`config.mk`:
```
export PLATFORM = sky130hd
export DESIGN_NAME = data_mem_arbiter
export DESIGN_NICKNAME = d
export VERILOG_FILES = /design/src/rtl/data_mem_arbiter.sv
export SDC_FILE = /design/constraint.sdc
export NUM_CORES = 1
export LEC_CHECK = 0
export BUFFER_PORTS_ARGS = -buffer_cell sky130_fd_sc_hd__buf_4
export CAP_MARGIN = 15
export CORE_AREA = 2 2 140 142
export DETAILED_ROUTE_END_ITERATION = 7
export DIE_AREA = 0 0 142 144
export GPL_ROUTABILITY_DRIVEN = 0
export GPL_TIMING_DRIVEN = 0
export PLACE_DENSITY_LB_ADDON = 0.25
export SLEW_MARGIN = 20
export SYNTH_ARGS = -nofsm -noshare
export SYNTH_HDL_FRONTEND = slang
export SYNTH_SLANG_ARGS = --single-unit
```
`constraint.sdc`:
```
create_clock -name clock -period 1.54 [get_ports clock]
set_input_delay 0.308 -clock clock [delete_from_list [all_inputs] [get_ports clock]]
set_output_delay 0.308 -clock clock [all_outputs]
set_load 0.03 [all_outputs]
```
`src/rtl/data_mem_arbiter.sv`:
```
// Two-requester round-robin arbiter in front of a single-port data memory.
// Each access is IDLE -> ACCESS -> RESP, with registered memory strobes and acks.
module data_mem_arbiter #(
    parameter int ADDR_W = 10,
    parameter int DATA_W = 64
) (
    input  logic              clock,
    input  logic              reset,
    input  logic              req0,
    input  logic              req1,
    input  logic              we0,
    input  logic              we1,
    input  logic [ADDR_W-1:0] addr0,
    input  logic [ADDR_W-1:0] addr1,
    input  logic [DATA_W-1:0] wdata0,
    input  logic [DATA_W-1:0] wdata1,
    output logic              ack0,
    output logic              ack1,
    output logic [DATA_W-1:0] rdata,
    output logic              busy,
    output logic              memwrite,
    output logic              memread,
    output logic [ADDR_W-1:0] address,
    output logic [DATA_W-1:0] write_data,
    input  logic [DATA_W-1:0] read_data
);

    typedef enum logic [1:0] {
        IDLE   = 2'd0,
        ACCESS = 2'd1,
        RESP   = 2'd2
    } state_t;

    state_t            state_r;
    logic              last_grant_r;
    logic              lat_id_r;
    logic              grant_valid_s;
    logic              grant_id_s;
    logic              grant_we_s;
    logic [ADDR_W-1:0] grant_addr_s;
    logic [DATA_W-1:0] grant_wdata_s;

    // Round-robin winner selection and mux of the winner's request fields.
    always_comb begin
        grant_valid_s = req0 | req1;
        grant_id_s    = 1'b0;
        grant_we_s    = 1'b0;
        grant_addr_s  = {ADDR_W{1'b0}};
        grant_wdata_s = {DATA_W{1'b0}};
        if (req0 && req1) begin
            grant_id_s = ~last_grant_r;
        end else if (req1) begin
            grant_id_s = 1'b1;
        end else begin
            grant_id_s = 1'b0;
        end
        if (grant_id_s) begin
            grant_we_s    = we1;
            grant_addr_s  = addr1;
            grant_wdata_s = wdata1;
        end else begin
            grant_we_s    = we0;
            grant_addr_s  = addr0;
            grant_wdata_s = wdata0;
        end
    end

    // Arbiter FSM; the memory-side outputs double as the latched access fields.
    always_ff @(posedge clock or negedge reset) begin
        if (!reset) begin
            state_r      <= IDLE;
            last_grant_r <= 1'b1;
            lat_id_r     <= 1'b0;
            ack0         <= 1'b0;
            ack1         <= 1'b0;
            busy         <= 1'b0;
            memwrite     <= 1'b0;
            memread      <= 1'b0;
            address      <= {ADDR_W{1'b0}};
            write_data   <= {DATA_W{1'b0}};
            rdata        <= {DATA_W{1'b0}};
        end else begin
            case (state_r)
                IDLE: begin
                    ack0 <= 1'b0;
                    ack1 <= 1'b0;
                    if (grant_valid_s) begin
                        state_r      <= ACCESS;
                        last_grant_r <= grant_id_s;
                        lat_id_r     <= grant_id_s;
                        busy         <= 1'b1;
                        memwrite     <= grant_we_s;
                        memread      <= ~grant_we_s;
                        address      <= grant_addr_s;
                        write_data   <= grant_we_s ? grant_wdata_s : {DATA_W{1'b0}};
                    end else begin
                        state_r    <= IDLE;
                        busy       <= 1'b0;
                        memwrite   <= 1'b0;
                        memread    <= 1'b0;
                        address    <= {ADDR_W{1'b0}};
                        write_data <= {DATA_W{1'b0}};
                    end
                end
                ACCESS: begin
                    // read_data is only valid while memread is asserted this cycle.
                    if (memread) begin
                        rdata <= read_data;
                    end else begin
                        rdata <= rdata;
                    end
                    state_r    <= RESP;
                    busy       <= 1'b1;
                    ack0       <= ~lat_id_r;
                    ack1       <= lat_id_r;
                    memwrite   <= 1'b0;
                    memread    <= 1'b0;
                    address    <= {ADDR_W{1'b0}};
                    write_data <= {DATA_W{1'b0}};
                end
                RESP: begin
                    state_r <= IDLE;
                    busy    <= 1'b0;
                    ack0    <= 1'b0;
                    ack1    <= 1'b0;
                end
                default: begin
                    state_r    <= IDLE;
                    busy       <= 1'b0;
                    ack0       <= 1'b0;
                    ack1       <= 1'b0;
                    memwrite   <= 1'b0;
                    memread    <= 1'b0;
                    address    <= {ADDR_W{1'b0}};
                    write_data <= {DATA_W{1'b0}};
                end
            endcase
        end
    end

endmodule

```
==> flow_summary_export.csv, run 1 <==
group,metric,value,unit
sta,clock_skew,0.0110,ns
route,routedWlPerCell,17.1,um
pwr,power_density,1940,nW/um2
sta,grt_setup_unrepaired,"true",
finish,post_layout_cell_count,1128,
clocking,htree_levels,4,
floorplanning,fp.dieW,142,um
yosys,syn_avg_cell_area,12.8,um2
clocking,tritoncts,"built",
setup_path,end_kind,"flop",
yosys,synthCells,488,
route,drt-total-wl,19200,um
setup_path,path_class,"flop to flop",
min_path,hold_depth,2,
sta,fin_crit_sh,99.8,%
sta,finalWorstPathRequiredPeriod,1.54,ns
sta,hold-worst-slack,0.0963,ns
place,place.detailed.instances,1087,
clocking,cts_num_sinks,147,
min_path,min_delay_worst_endpoint,"rdata[46]",
grt,grt_antenna_before_repair,0,
yosys,synthesized_flop_and_latch_total,147,
floorplanning,start_util,32.7,%
setup_path,reg2reg_depth,6,
finish,antennaDiodeCount,0,
yosys,yosys-top-cells-area,"dfrtp_1 (59%), mux2i_1 (12%), mux2_2 (7.8%)",
setup_path,critPathMaxStageDelay,0.56,ns
sta,final.setup.tns,0,ns
route,route.vias.total,5266,
yosys,sequential_fraction_of_the_synthesis_area,59.1,%
setup_path,path_common_cell,"buf_12",
yosys,synthTopCellsByCount,"dfrtp_1 (146), nand2_1 (77), mux2i_1 (75)",
yosys,synth.top_cell.area_share,58.6,%
setup_path,r2r_setup_slack,0.003,ns
min_path,timing.hold.worst.class,"input pin to flop",
floorplanning,floorplan.die_area,20400,um2
grt,grt_start_max_net_pins,90,
grt,global_route.overflow_total,0,
sta,maxSlewHeadroom,67.9,%
min_path,min_from,"read_data[46]",
sta,number_of_max_slew_violations_in_the_final_report,0,
place,port_buffers,360,
sta,max_freq,651,MHz
yosys,library_cell_occupying_the_most_area_in_the_post_synthesis_netlist,"dfrtp_1",
yosys,yosys_most_used_dff,"dfrtp_1",
pwr,cellLeakagePower,5.04,nW
setup_path,critical_path_peak_fanout,10,
floorplanning,floorplan.die.height,144,um
floorplanning,coreArea,19100,um2
pwr,design_power_total,19.9,mW
route,dr_pass1_iterations,4,
sta,final-setup-viol-count,0,
route,remaining_design_rule_violation_count,0,
route,routed_via_density,4.67,
yosys,synthArstFlopShare,100,%
yosys,synth_area,6230,um2
setup_path,critical_path_source_type,"flop",
setup_path,rr_endpoint,"write_data[30]",
yosys,synth_edf_count,0,
clocking,cts.reportedPaths.clkPinSlew,0.06,ns
pwr,peakVddDrop,0.000727,V
setup_path,reg2reg_from,"last_grant_r",
yosys,synth_most_common_cell,"dfrtp_1",
yosys,distinct_cells_synth,22,
grt,grt_pass1_wl,28400,um
finish,area_growth,65.4,%
route,route.antenna.remaining_nets,0,
floorplanning,core.rowCount,51,
sta,hold_viol_final,0,
grt,grt.total_usage,18.3,%
setup_path,worst_ep_required_time,1.87,ns
setup_path,worst-endpoint-arrival,1.87,ns
route,dr.first_iter.drc_count,184,
setup_path,crit_path_cell_trace,"a21boi_4, buf_12, buf_12, buf_6, mux2i_4, o31ai_1",
place,dp.final_hpwl,14700,um
yosys,yosysWarningCount,0,
finish,layout.nets,1095,
clocking,clockRootBuffer,"clkbuf_16",
floorplanning,ioPinCount,361,
setup_path,slowest_stage,"dfstp_2",
finish,layout-drive-gt1-share,57.0,%
yosys,synthesis.nets,706,
clocking,clk-insertion-delay-late,0.43,ns
finish,post-route-util,54.0,%
grt,vias_in_the_first_global_route,5279,
job,max_cap_viol_count,0,
clocking,clock_tree.buffer_depth,2,
sta,slew_at_the_pin_closest_to_its_max_slew_limit,0.482,ns
outcome,status,"finished clean",
clocking,numCtsBuffers,17,
==> worst max-delay path, delay by kind of cell, from the launching register on <==
kind            cells  cell delay [ns]
compound gates      2             0.26
buf+inv             3             0.43
flops               1             0.56
mux                 1             0.20
==> what timing repair did <==
action,in CTS,in global routing
hold buffers,1,0
gates cloned,0,1
setup endpoints to repair,138,102
gates resized for setup,39,59
setup buffers,0,7
hold endpoints to repair,57,0
pin swaps,0,3
==> cell type report <==
cell class / count / area [um2]
Fill cell: 1755 / 8770
Multi-Input combinational cell: 302 / 2570
Buffer: 37 / 322
Inverter: 2 / 7.51
Sequential cell: 147 / 3680
Clock buffer: 19 / 453
Tap cell: 238 / 298
Timing Repair Buffer: 370 / 2840
Clock inverter: 13 / 139
==> flip-flops by register name, indices dropped and copies added (netlist names) <==
| register | count |
|---|---|
| memread | 1 |
| memwrite | 1 |
| ack1 | 1 |
| state_r | 2 |
| rdata | 64 |
| lat_id_r | 1 |
| write_data | 64 |
| ack0 | 1 |
| last_grant_r | 1 |
| busy | 1 |
| address | 10 |
==> stage by stage <==
step	setup WS (ns)	cell area [um2]
5_1_grt	-0.0511	10300
3_3_place_gp	-0.606	9230
4_1_cts	-0.0678	9980
3_5_place_dp	-0.440	9270
2_1_floorplan	0.0999	6230
6_report	0.00323	10300
==> routing by layer <==
| metal | global-route usage [%] | wire (um) | part of all wire [%] |
|---|---|---|---|
| met1 | 21.1 | 7510 | 39 |
| met2 | 31.3 | 9630 | 50 |
| met3 | 6.56 | 1710 | 8.9 |
| met4 | 6.95 | 386 | 2.0 |
| met5 | 0 | 0 | 0 |
==> cell usage in the layout, fill, tap and decap left out, types with 2 or more instances in the layout <==
cell type and instances:
clkbuf_4 2, buf_12 3, buf_6 9, dfrtp_1 146, o21ai_1 11, buf_4 370
a22o_1 2, buf_8 5, mux2_1 21, nand2_1 76, o31ai_2 12, clkinvlp_4 3
clkbuf_8 2, clkbuf_16 18, mux2i_2 8, mux2i_1 62, clkbuf_2 8, mux2_2 43
mux2i_4 5, o31ai_1 52, clkbuf_1 6, inv_8 3, inv_6 5
==> power breakdown <==
| part | switching, mW | leakage (nW) | internal, mW |
|---|---|---|---|
| registers | 0.793 | 1.86 | 5.37 |
| clock network | 1.78 | 0.283 | 2.37 |
| logic | 5.68 | 2.90 | 3.95 |
| total | 8.25 | 5.04 | 11.7 |
==> cell families (layout without fill, tap and decap cells) <==
kind of cell,after synthesis,after routing,share of synthesized area (%)
flip-flops,147,147,59.1
multiplexers,139,139,23.6
AND/OR/NAND/NOR,82,82,5.06
AO/OA/AOI/OAI,81,81,9.32
buffers and inverters,39,441,2.95
==> how the worst max path moves through the flow <==
| stage | from | endpoint | slack [ns] |
|---|---|---|---|
| 4_1_cts | last_grant_r | write_data[60] | -0.07 |
| 3_5_place_dp | req0 | address[7] | -0.44 |
| 3_3_place_gp | reset | rdata[62] | -0.61 |
| 2_1_floorplan | memread | rdata[10] | 0.1 |
| 6_report | last_grant_r | write_data[30] | 0.003 |
| 5_1_grt | last_grant_r | write_data[52] | -0.05 |
No activity file was read; power rests on OpenSTA's default activity.
==> run 2, diff against run 1 <==
Settings changed: PLACE_DENSITY set to 0.66, PLACE_DENSITY_LB_ADDON 0.25 to unset.
==> run 2 against run 1 <==
Effect of this change: non-clock buffer count is 1 lower; sequential power hardly changed; largest power group unchanged; first-iteration DRC count is 10% lower; die area stayed put; critical path type unchanged; worst hold slack better by 0.012 ns; register-to-register slack better by 0.03 ns; largest cell class unchanged; clock skew is 0.0015 ns lower; clock power is 5.5% lower; final area is 2.0% lower.
==> flow_summary_export.csv, run 2 (synthesized netlist as in run 1, its figures left out) <==
group,metric,value,unit
outcome,status,"finished clean",
place,dp.final_hpwl,14500,um
clocking,cts_num_sinks,147,
sta,maxSlewHeadroom,61.0,%
floorplanning,floorplan.die.height,144,um
place,place.detailed.instances,1087,
setup_path,reg2reg_from,"last_grant_r",
setup_path,path_class,"flop to flop",
finish,layout.nets,1094,
finish,leading_registers_by_flop_count,"rdata: 64 flops, write_data: 64 flops, address: 10 flops",
clocking,htree_levels,4,
clocking,cts.reportedPaths.clkPinSlew,0.06,ns
route,drt-total-wl,19100,um
pwr,cellLeakagePower,4.98,nW
min_path,min_delay_worst_endpoint,"rdata[52]",
setup_path,end_kind,"flop",
clocking,clockRootBuffer,"clkbuf_16",
finish,area_growth,62.0,%
setup_path,rr_endpoint,"write_data[56]",
sta,slew_at_the_pin_closest_to_its_max_slew_limit,0.585,ns
setup_path,r2r_setup_slack,0.04,ns
setup_path,critical_path_peak_fanout,10,
clocking,clock_tree.buffer_depth,2,
grt,global_route.overflow_total,0,
pwr,peakVddDrop,0.000752,V
grt,vias_in_the_first_global_route,5252,
floorplanning,start_util,32.7,%
finish,layout_common_cells,"buf_4 (376), dfrtp_1 (146), nand2_1 (76)",
sta,final-setup-viol-count,0,
setup_path,critical_path_source_type,"flop",
floorplanning,fp.dieW,142,um
route,route.vias.total,5274,
route,dr_pass1_iterations,4,
setup_path,reg2reg_depth,5,
grt,grt.total_usage,18.0,%
route,dr.first_iter.drc_count,165,
route,remaining_design_rule_violation_count,0,
setup_path,worst_ep_required_time,1.83,ns
min_path,min_from,"read_data[52]",
sta,max_freq,665,MHz
sta,hold_viol_final,0,
finish,antennaDiodeCount,0,
route,routedWlPerCell,17.0,um
finish,most_common_cell_after_layout_fill_and_taps_aside,"buf_4",
finish,layout-drive-gt1-share,55.9,%
job,max_cap_viol_count,0,
min_path,timing.hold.worst.class,"input pin to flop",
min_path,hold_depth,2,
floorplanning,coreArea,19100,um2
finish,fin_area,10100,um2
setup_path,worst-endpoint-arrival,1.79,ns
clocking,clk-insertion-delay-late,0.41,ns
clocking,tritoncts,"built",
grt,grt_start_max_net_pins,78,
place,dpl_worst_slack,-0.560,ns
pwr,power_density,1930,nW/um2
route,route.antenna.remaining_nets,0,
clocking,numCtsBuffers,17,
sta,postLayoutSetupSlackWorst,0.0361,ns
sta,fin_crit_sh,97.7,%
place,port_buffers,360,
floorplanning,ioPinCount,361,
grt,grt_antenna_before_repair,0,
sta,grt_setup_unrepaired,"true",
grt,grt_pass1_wl,28200,um
floorplanning,core.rowCount,51,
floorplanning,floorplan.die_area,20400,um2
finish,post_layout_cell_count,1127,
sta,finalWorstPathRequiredPeriod,1.50,ns
route,routed_via_density,4.68,
place,dpl-instance-area,9270,um2
sta,number_of_max_slew_violations_in_the_final_report,0,
sta,clock_skew,0.00957,ns
==> run 2: changes by cell type in the layout (fill, tap and decap cells not counted), moves of 2 or more <==
cell      previous run  this run
clkbuf_2             8         5
mux2i_4              5         0
o31ai_2             12         9
o31ai_1             52        55
buf_2                1         5
buf_8                5         2
mux2i_1             62        68
buf_4              370       376
clkinv_2             0         2
buf_12               3         0
==> run 2: worst max-delay path: stages (launching register included) <==
cell and delay [ns]:
dfstp_2 0.39, a21boi_4 0.21, mux2i_2 0.31, buf_6 0.19, buf_4 0.20, o31ai_1 0.09
==> run 2: layer usage <==
layer  part of all wire, %  global-route usage (%)  vias up
met5                     0                       0        -
met4                   1.2                    5.84        0
met3                   7.1                    4.74       14
met2                    52                    32.0      212
met1                    39                    21.4     2530
li1                      -                       -     2518
==> run 2: worst max-delay path by stage <==
stage                             from              to  cells after the start
final                     last_grant_r  write_data[56]                      5
after global routing      last_grant_r  write_data[55]                      5
after CTS                   state_r[0]  write_data[56]                      5
after detailed placement          req1  write_data[55]                      5
after global placement           reset  write_data[17]                      1
after floorplan                memread       rdata[10]                      3
==> run 2: area by class of cell <==
class | instances | area (um2)
fillers | 1729 | 8980
clock inverters | 14 | 115
repair buffers | 370 | 2810
flip-flops and latches | 147 | 3680
clock buffers | 18 | 439
well taps | 238 | 298
inverters | 2 | 7.51
multi-input cells | 302 | 2480
plain buffers | 36 | 267
==> run 2: repair_timing <==
action / CTS / global route
pin swaps: 0 / 1
hold endpoints to repair: 70 / 0
resized for setup: 35 / 34
hold buffers: 1 / 0
setup endpoints to repair: 138 / 112
buffers inserted: 7 / 1
==> run 2: power breakdown <==
part | internal [mW] | switching (mW)
registers | 5.37 | 0.781
clock network | 2.15 | 1.77
logic | 3.82 | 5.63
==> run 2: metrics by stage <==
| stage | hold WS, ns | TNS, ns | power (mW) | util [%] |
|---|---|---|---|---|
| 2_1_floorplan | 0.0124 | 0 | 11.5 | - |
| 3_3_place_gp | 0.449 | -111.29 | 15.3 | 48.4 |
| 3_5_place_dp | 0.310 | -37.62 | 15.4 | 48.6 |
| 4_1_cts | 0.0890 | 0 | 19.6 | 52.3 |
| 5_1_grt | 0.0943 | -1.03 | 20.6 | 52.9 |
| 6_report | 0.108 | 0 | 19.5 | 52.9 |
